==> src/rtl/nes_pad_poll_scheduler.sv <==
// Polls two NES-style serial gamepads sharing one latch/clock pair, from a
// periodic timer or on demand, and publishes both button bytes with a valid/changed strobe.
module nes_pad_poll_scheduler #(
   parameter int LATCH_CYCLES       = 324,
   parameter int HALF_BIT_CYCLES    = 162,
   parameter int POLL_PERIOD_CYCLES = 225000
) (
   input  logic       i_clk,
   input  logic       i_rst,
   input  logic       i_auto_en,
   input  logic       i_poll_req,
   input  logic       i_serial_data0,
   input  logic       i_serial_data1,
   output logic       o_data_latch,
   output logic       o_data_clock,
   output logic [7:0] o_pad0_state,
   output logic [7:0] o_pad1_state,
   output logic       o_valid,
   output logic       o_changed,
   output logic       o_busy
);

   localparam int MAX_PHASE = (LATCH_CYCLES > HALF_BIT_CYCLES) ? LATCH_CYCLES : HALF_BIT_CYCLES;
   localparam int CW = $clog2(MAX_PHASE + 1);
   localparam int TW = (POLL_PERIOD_CYCLES > 1) ? $clog2(POLL_PERIOD_CYCLES) : 1;

   localparam logic [CW-1:0] LATCH_LOAD = CW'(LATCH_CYCLES - 1);
   localparam logic [CW-1:0] HALF_LOAD  = CW'(HALF_BIT_CYCLES - 1);
   localparam logic [TW-1:0] TIMER_LAST = TW'(POLL_PERIOD_CYCLES - 1);

   localparam logic [2:0] ST_IDLE  = 3'd0;
   localparam logic [2:0] ST_LATCH = 3'd1;
   localparam logic [2:0] ST_LOW   = 3'd2;
   localparam logic [2:0] ST_HIGH  = 3'd3;
   localparam logic [2:0] ST_DONE  = 3'd4;

   logic [2:0]    state_q,   state_d;
   logic [CW-1:0] phase_q,   phase_d;
   logic [2:0]    bit_q,     bit_d;
   logic          pending_q, pending_d;
   logic [TW-1:0] timer_q,   timer_d;
   logic [7:0]    sr0_q,     sr0_d;
   logic [7:0]    sr1_q,     sr1_d;
   logic          latch_q,   latch_d;
   logic          clock_q,   clock_d;
   logic [7:0]    pad0_q,    pad0_d;
   logic [7:0]    pad1_q,    pad1_d;
   logic          valid_q,   valid_d;
   logic          changed_q, changed_d;
   logic          busy_q,    busy_d;
   logic          tick;
   logic          trig;

   always_comb begin
      tick = i_auto_en && (timer_q == TIMER_LAST);
      trig = tick || i_poll_req;

      if (!i_auto_en || (timer_q == TIMER_LAST)) begin
         timer_d = '0;
      end else begin
         timer_d = timer_q + TW'(1);
      end

      state_d   = state_q;
      phase_d   = phase_q;
      bit_d     = bit_q;
      pending_d = pending_q;
      sr0_d     = sr0_q;
      sr1_d     = sr1_q;

      // Triggers arriving mid-poll collapse into a single pending poll.
      if (trig && (state_q != ST_IDLE)) begin
         pending_d = 1'b1;
      end

      case (state_q)
         ST_IDLE: begin
            if (trig) begin
               state_d = ST_LATCH;
               phase_d = LATCH_LOAD;
            end
         end
         ST_LATCH: begin
            if (phase_q == '0) begin
               state_d = ST_LOW;
               phase_d = HALF_LOAD;
               bit_d   = 3'd0;
            end else begin
               phase_d = phase_q - CW'(1);
            end
         end
         ST_LOW: begin
            if (phase_q == '0) begin
               sr0_d   = {~i_serial_data0, sr0_q[7:1]};
               sr1_d   = {~i_serial_data1, sr1_q[7:1]};
               state_d = ST_HIGH;
               phase_d = HALF_LOAD;
            end else begin
               phase_d = phase_q - CW'(1);
            end
         end
         ST_HIGH: begin
            if (phase_q == '0) begin
               if (bit_q == 3'd7) begin
                  state_d = ST_DONE;
               end else begin
                  bit_d   = bit_q + 3'd1;
                  state_d = ST_LOW;
                  phase_d = HALF_LOAD;
               end
            end else begin
               phase_d = phase_q - CW'(1);
            end
         end
         ST_DONE: begin
            pending_d = 1'b0;
            if (pending_q || trig) begin
               state_d = ST_LATCH;
               phase_d = LATCH_LOAD;
            end else begin
               state_d = ST_IDLE;
            end
         end
         default: begin
            state_d = ST_IDLE;
         end
      endcase

      // Outputs are decoded from the next state so they line up with it.
      latch_d   = (state_d == ST_LATCH);
      clock_d   = (state_d == ST_HIGH);
      busy_d    = (state_d != ST_IDLE);
      valid_d   = (state_d == ST_DONE);
      pad0_d    = pad0_q;
      pad1_d    = pad1_q;
      changed_d = 1'b0;
      if (state_d == ST_DONE) begin
         pad0_d    = sr0_q;
         pad1_d    = sr1_q;
         changed_d = (sr0_q != pad0_q) || (sr1_q != pad1_q);
      end
   end

   always_ff @(posedge i_clk) begin
      if (i_rst) begin
         state_q   <= ST_IDLE;
         phase_q   <= '0;
         bit_q     <= '0;
         pending_q <= 1'b0;
         timer_q   <= '0;
         sr0_q     <= '0;
         sr1_q     <= '0;
         latch_q   <= 1'b0;
         clock_q   <= 1'b0;
         pad0_q    <= '0;
         pad1_q    <= '0;
         valid_q   <= 1'b0;
         changed_q <= 1'b0;
         busy_q    <= 1'b0;
      end else begin
         state_q   <= state_d;
         phase_q   <= phase_d;
         bit_q     <= bit_d;
         pending_q <= pending_d;
         timer_q   <= timer_d;
         sr0_q     <= sr0_d;
         sr1_q     <= sr1_d;
         latch_q   <= latch_d;
         clock_q   <= clock_d;
         pad0_q    <= pad0_d;
         pad1_q    <= pad1_d;
         valid_q   <= valid_d;
         changed_q <= changed_d;
         busy_q    <= busy_d;
      end
   end

   assign o_data_latch = latch_q;
   assign o_data_clock = clock_q;
   assign o_pad0_state = pad0_q;
   assign o_pad1_state = pad1_q;
   assign o_valid      = valid_q;
   assign o_changed    = changed_q;
   assign o_busy       = busy_q;

endmodule

==> config.mk <==
export PLATFORM = sky130hd
export DESIGN_NAME = nes_pad_poll_scheduler
export DESIGN_NICKNAME = d
export VERILOG_FILES = /design/src/rtl/nes_pad_poll_scheduler.sv
export SDC_FILE = /design/constraint.sdc
export NUM_CORES = 1
export LEC_CHECK = 0
export ABC_AREA = 1
export BUFFER_PORTS_ARGS = -buffer_cell sky130_fd_sc_hd__clkbuf_2
export CORE_MARGIN = 10
export CORE_UTILIZATION = 25
export DETAILED_ROUTE_END_ITERATION = 8
export PLACE_DENSITY = 0.52
export RECOVER_POWER = 25
export SYNTH_ARGS = -nofsm -noshare
export SYNTH_HDL_FRONTEND = slang
export SYNTH_SLANG_ARGS = --single-unit
==> constraint.sdc <==
create_clock -name i_clk -period 4.8 [get_ports i_clk]
set_input_delay 1.2 -clock i_clk [delete_from_list [all_inputs] [get_ports i_clk]]
set_output_delay 1.2 -clock i_clk [all_outputs]
set_load 0.1 [all_outputs]
; Word-level counts from Yosys, hierarchy flattened
; Cells that the tools add are included.
[word_totals]
ff_bits = 71
word_cells = 74
out_inout_bits = 21
input_bits = 6
[op_classes]
reduce_logical = 20
muxes = 17
addsub = 3
bitwise = 3
n_eq_ne = 17
[op_table]
columns = op, n
row1 = 9-bit two-way mux, 5
row2 = 9-bit case mux with 4 select lines, 1
row3 = 3-bit two-way mux, 8
row4 = 18-bit by 1-bit adder with 18-bit output (second input constant), 1
row5 = 18-bit equality test (second input constant), 1
row6 = 8-bit != test, 2
row7 = 3-bit case mux with 5 select lines, 1
row8 = 2-bit != test (second input constant), 5
row9 = 3-bit by 2-bit equality test with 1-bit output (second input constant), 3
row10 = 3-bit equality test (second input constant), 3
row11 = 9-bit logical NOT, 1
row12 = 9-bit by 1-bit subtractor with 9-bit output (second input constant), 1
row13 = 4-bit AND reduction, 2
row14 = 2-bit OR reduction, 4
row15 = 3-bit by 1-bit equality test with 1-bit output (second input constant), 2
row16 = 3-bit case mux with 2 select lines, 1
row17 = 3-bit nonzero test, 2
row18 = 1-bit logical OR, 4
row19 = 4-bit nonzero test, 1
row20 = 3-bit by 1-bit adder with 3-bit output (second input constant), 1
row21 = 3-bit logical NOT, 1
row22 = 3-bit != test (second input constant), 1
row23 = 1-bit inverter, 3
row24 = 1-bit logical AND, 2
row25 = other kinds (4), 4

; Logic depth before layout (Yosys ltp)
[depth]
depth_word = 9
ltp_mapped = 12
depth_no_buf = 11

; Worst setup path after synthesis
; OpenSTA, ideal clock, no wires.
[synth_path]
path_type = in2reg
from = input port i_rst
to = register timer_q[11]
n_path_buf = 2
required_ps = 4672
arrival_ps = 2123
path_slack_ps = 2549
path_stages = 5
setup_time_ps = 128
cell_sequence = clkbuf_1 inv_2 nand3_1 clkbuf_1 nor2_1
[synth_between]
elab_chain_cells = 1
[synth_lines]
columns = element, line_no
row1 = "start, declared", 9  ; input logic i_rst,
row2 = 2-bit OR reduction (no line), --
row3 = "end signal, assigned", 165  ; timer_q <= timer_d;
row4 = "end, declared", 41  ; logic [TW-1:0] timer_q, timer_d;
; Every way passes these cells.
; A chain may end at the register's enable or synchronous reset.

; Final worst setup path
[layout_path]
from = input port i_rst
to = register timer_q[10]
; The elaborated chain is that of the path after synthesis.

==> impl_results.html <==
<table>
<tr><th>Metric</th><th>Value</th></tr>
<tr><th colspan="2">Final layout</th></tr>
<tr><td>Commonest non-fill, non-tap cell in the layout</td><td>sky130_fd_sc_hd__nand2_1</td></tr>
<tr><td>Share of post-route cells with drive strength above 1</td><td>between 10 and 15%</td></tr>
<tr><td>Final standard cell utilization of the core</td><td>between 30% and 40%</td></tr>
<tr><td>Net count, final</td><td>between 400 and 500</td></tr>
<tr><td>Number of diodes added for antenna fixing</td><td>0</td></tr>
<tr><td>Most frequent cells in the layout</td><td>86 x sky130_fd_sc_hd__nand2_1, 71 x sky130_fd_sc_hd__dfxtp_1, 64 x sky130_fd_sc_hd__inv_1</td></tr>
<tr><td>Layout Area Growth over Synthesis</td><td>19.2%</td></tr>
<tr><th colspan="2">Timing</th></tr>
<tr><td>Sum of negative setup slack</td><td>0 ns</td></tr>
<tr><td>Hold Vio Cnt, Final</td><td>0</td></tr>
<tr><td>Max Freq</td><td>309 MHz</td></tr>
<tr><td>Period minus WS final</td><td>roughly 3.2 ns</td></tr>
<tr><td>Final setup violating endpoints</td><td>0</td></tr>
<tr><td>Slew at the pin closest to its max-slew limit</td><td>1.13 ns</td></tr>
<tr><td>Max-slew violation count</td><td>0</td></tr>
<tr><td>Post-route clock skew</td><td>0.00515 ns</td></tr>
<tr><td>Period Utilization, post-route</td><td>67.5%</td></tr>
<tr><td>RSZ-0062 raised after global routing</td><td>false</td></tr>
<tr><td>PnR worst setup slack</td><td>between 1.5 and 2 ns</td></tr>
<tr><td>Worst relative slew slack</td><td>24.4%</td></tr>
<tr><th colspan="2">CTS</th></tr>
<tr><td>Number of buffers between clock root and the deepest sink</td><td>2</td></tr>
<tr><td>Number of clock buffers inserted by TritonCTS</td><td>9</td></tr>
<tr><td>TritonCTS Sinks</td><td>71</td></tr>
<tr><td>Number of buffers inserted to repair setup after CTS</td><td>0</td></tr>
<tr><td>Number of buffers added to fix hold violations after cts</td><td>0</td></tr>
<tr><td>TritonCTS clock tree</td><td>done</td></tr>
<tr><td>Htree depth</td><td>3</td></tr>
<tr><td>Clock Latency Late Sink</td><td>0.33 ns</td></tr>
<tr><td>CTS-repair resized insts</td><td>0</td></tr>
<tr><td>Clk pin slew, worst setup/hold paths</td><td>~0.06 ns</td></tr>
<tr><td>Root Buffer Master</td><td>sky130_fd_sc_hd__clkbuf_16</td></tr>
<tr><th colspan="2">Critical path</th></tr>
<tr><td>Highest fanout seen on the critical path</td><td>43</td></tr>
<tr><td>Endpoint class of the critical path</td><td>register</td></tr>
<tr><td>R2R cell count</td><td>8</td></tr>
<tr><td>Startpoint class of the critical path</td><td>input port</td></tr>
<tr><td>Crit path buffers/inverters</td><td>2</td></tr>
<tr><td>Data arrival at the endpoint of the critical path</td><td>approximately 3.5 ns</td></tr>
<tr><td>Critical-path cell with the highest stage delay</td><td>sky130_fd_sc_hd__inv_1</td></tr>
<tr><td>Series of cell instances along the critical path</td><td>clkbuf_1 -&gt; inv_1 -&gt; nand3_1 -&gt; o21bai_1 -&gt; a21oi_1</td></tr>
<tr><td>CP peak stage delay</td><td>roughly 0.88 ns</td></tr>
<tr><td>Cell depth of the worst setup path</td><td>5</td></tr>
<tr><td>Gate family responsible for the most delay along the worst path</td><td>buffers and inverters</td></tr>
<tr><td>Worst endpoint required time</td><td>just over 5 ns</td></tr>
<tr><td>Worst Setup Path Type</td><td>input port to register</td></tr>
<tr><th colspan="2">Floorplan</th></tr>
<tr><td>Height of the die</td><td>~130 µm</td></tr>
<tr><td>Cell row count</td><td>41</td></tr>
<tr><td>Number of ports placed on the die boundary</td><td>27</td></tr>
<tr><td>Die outline area</td><td>18,000 µm²</td></tr>
<tr><td>Floorplan die width</td><td>134 µm</td></tr>
<tr><td>Initial core utilization</td><td>25.7%</td></tr>
<tr><td>Core region area</td><td>12,700 µm²</td></tr>
<tr><th colspan="2">Global routing</th></tr>
<tr><td>Via count of the first global-routing pass</td><td>around 2,800</td></tr>
<tr><td>First-pass GRT wire length</td><td>13,000 µm</td></tr>
<tr><td>Gr usage total</td><td>~8.7%</td></tr>
<tr><td>Pin count of the biggest net entering global routing</td><td>44</td></tr>
<tr><td>Number of antenna violations at the first check in global routing</td><td>0</td></tr>
<tr><td>Global route total overflow</td><td>0</td></tr>
<tr><th colspan="2">Routing</th></tr>
<tr><td>Post-DRT Antenna Nets</td><td>0</td></tr>
<tr><td>Routed length per instance</td><td>11.4 µm</td></tr>
<tr><td>Starting DRT DRC Count</td><td>84</td></tr>
<tr><td>Total Routed Length</td><td>7510 µm</td></tr>
<tr><td>Average vias per placed instance</td><td>approximately 4.4</td></tr>
<tr><td>TritonRoute pass-1 iters</td><td>5</td></tr>
<tr><td>Remaining design rule violation count</td><td>0</td></tr>
<tr><td>Total vias in the final route</td><td>2,897</td></tr>
<tr><th colspan="2">Synthesis</th></tr>
<tr><td>Mean post-synth cell area</td><td>7.16 µm²</td></tr>
<tr><td>Count of cell types in the netlist</td><td>30</td></tr>
<tr><td>Cells after Synth</td><td>455</td></tr>
<tr><td>Fraction of registers with async set or reset after synthesis</td><td>0%</td></tr>
<tr><td>Sequential cell area fraction in the yosys report</td><td>43.6%</td></tr>
<tr><td>Dominant register cell in the synthesized netlist</td><td>sky130_fd_sc_hd__dfxtp_1</td></tr>
<tr><td>Number of synthesized flops with an enable pin</td><td>0</td></tr>
<tr><td>Ys Warns</td><td>0</td></tr>
<tr><td>Net count after synthesis</td><td>466</td></tr>
<tr><td>Yosys reg bits</td><td>just over 70</td></tr>
<tr><td>Post-synth design cell area</td><td>3260 µm²</td></tr>
<tr><th colspan="2">Power</th></tr>
<tr><td>Worst ir drop on vdd</td><td>0.189 mV</td></tr>
<tr><td>Register share of total power</td><td>39.9%</td></tr>
<tr><td>Internal power consumption</td><td>1.19 mW</td></tr>
<tr><td>Switching share of power</td><td>23.6%</td></tr>
<tr><td>Fraction of power consumed by combinational cells</td><td>9.3%</td></tr>
<tr><td>Part of the total power dissipated in the clock network</td><td>between 50 and 60%</td></tr>
<tr><td>Power per unit of standard cell area</td><td>between 400 and 500 nW/µm²</td></tr>
<tr><td>Switching power of the nets</td><td>~370 µW</td></tr>
<tr><td>Leakage power total</td><td>roughly 1.6 nW</td></tr>
<tr><th colspan="2">Hold path</th></tr>
<tr><td>Instance count along the most critical hold path</td><td>2</td></tr>
<tr><td>Worst min path class</td><td>register to register</td></tr>
<tr><th colspan="2">Place</th></tr>
<tr><td>Detailed-placement wirelength estimate</td><td>5360 µm</td></tr>
<tr><td>Port-buffer cells</td><td>26</td></tr>
<tr><td>Pre-CTS setup slack</td><td>~1.7 ns</td></tr>
<tr><td>Placer congestion estimate</td><td>0.807</td></tr>
<tr><th colspan="2">Flow run</th></tr>
<tr><td>Max-cap check violation count</td><td>0</td></tr>
<tr><th colspan="2">Run status</th></tr>
<tr><td>Status</td><td>completed</td></tr>
</table>
==> metrics by stage <==
| stage | instances | total power [mW] | hold slack (ns) | area, µm² |
|---|---|---|---|---|
| after floorplan | 455 | 0.755 | 0.441 | 3260 |
| after global placement | 641 | 0.784 | 0.463 | 3540 |
| after detailed placement | 641 | 0.785 | 0.472 | 3540 |
| after CTS | 657 | 1.58 | 0.482 | 3900 |
| after global routing | 657 | 1.63 | 0.504 | 3880 |
| final | 657 | 1.56 | 0.474 | 3880 |
==> cell type report <==
class                   instances  area (µm²)
clock inverters                 5         104
fillers                      1383        8790
inverters                      64         240
well taps                     172         215
flip-flops and latches         71        1420
clock buffers                  11         253
repair buffers                 27         136
multi-input cells             307        1510
==> routing by layer <==
metal  vias to the layer above  track usage [%]  wire, µm
met2                        47             14.1      3410
met5                         -                0         0
met3                        12             2.84       372
met4                         0             4.05       162
li1                       1534                -         -
met1                      1304             10.2      3560
==> cells in the mapped netlist, types with 3 or more instances <==
master,number,share of area [%]
sky130_fd_sc_hd__xor2_1,4,1.1
sky130_fd_sc_hd__dfxtp_1,71,44
sky130_fd_sc_hd__nor2_1,43,5.0
sky130_fd_sc_hd__or2_2,7,1.3
sky130_fd_sc_hd__a21oi_1,46,7.1
sky130_fd_sc_hd__nand4_1,14,2.7
sky130_fd_sc_hd__nand3_1,30,4.6
sky130_fd_sc_hd__o21ai_0,42,6.5
sky130_fd_sc_hd__ha_1,5,1.9
sky130_fd_sc_hd__nor3_1,9,1.4
sky130_fd_sc_hd__nand2_1,85,9.8
sky130_fd_sc_hd__xnor2_1,8,2.2
sky130_fd_sc_hd__buf_2,3,0.46
sky130_fd_sc_hd__inv_1,63,7.3
sky130_fd_sc_hd__clkbuf_1,7,0.81
==> state kept, by name (all words and copies together), names as in the netlist <==
name,flops
timer_q,18
phase_q,9
o_pad0_state,8
o_pad1_state,8
sr0_q,8
sr1_q,8
bit_q,3
state_q,3
o_busy,1
o_changed,1
o_data_clock,1
o_data_latch,1
o_valid,1
pending_q,1
==> tightest hold or removal path: cells and delay by family (launching register included) <==
family                 cells  cell delay (ns)
AO/OA/AOI/OAI              1             0.05
flip-flops                 1             0.32
buffers and inverters      1             0.05
==> cells by family after synthesis <==
family                   share of synthesized area, %
AO/OA/AOI/OAI                                    14.8
XOR/XNOR                                         3.23
adder cells (fa/ha/maj)                          1.92
buffers and inverters                            9.45
flip-flops                                       43.6
AND/OR/NAND/NOR                                  26.9
==> path summary, 6_finish.rpt <==
check | start | slack, ns | end
worst max-delay path | i_rst | 1.56 | timer_q[10]
worst min-delay path | o_pad1_state[3] | 0.47 | o_pad1_state[3]
worst max register to register | phase_q[0] | 1.90 | sr0_q[7]
worst min register to register | o_pad1_state[3] | 0.47 | o_pad1_state[3]
==> power groups by stage <==
stage | combinational, mW | clock [mW] | sequential [mW]
after floorplan | 0.107 | 0 | 0.647
after global placement | 0.151 | 0 | 0.633
after detailed placement | 0.151 | 0 | 0.634
after CTS | 0.152 | 0.809 | 0.621
after global routing | 0.168 | 0.835 | 0.623
final | 0.145 | 0.790 | 0.621
Note: power is estimated with default switching activity, not from simulation.
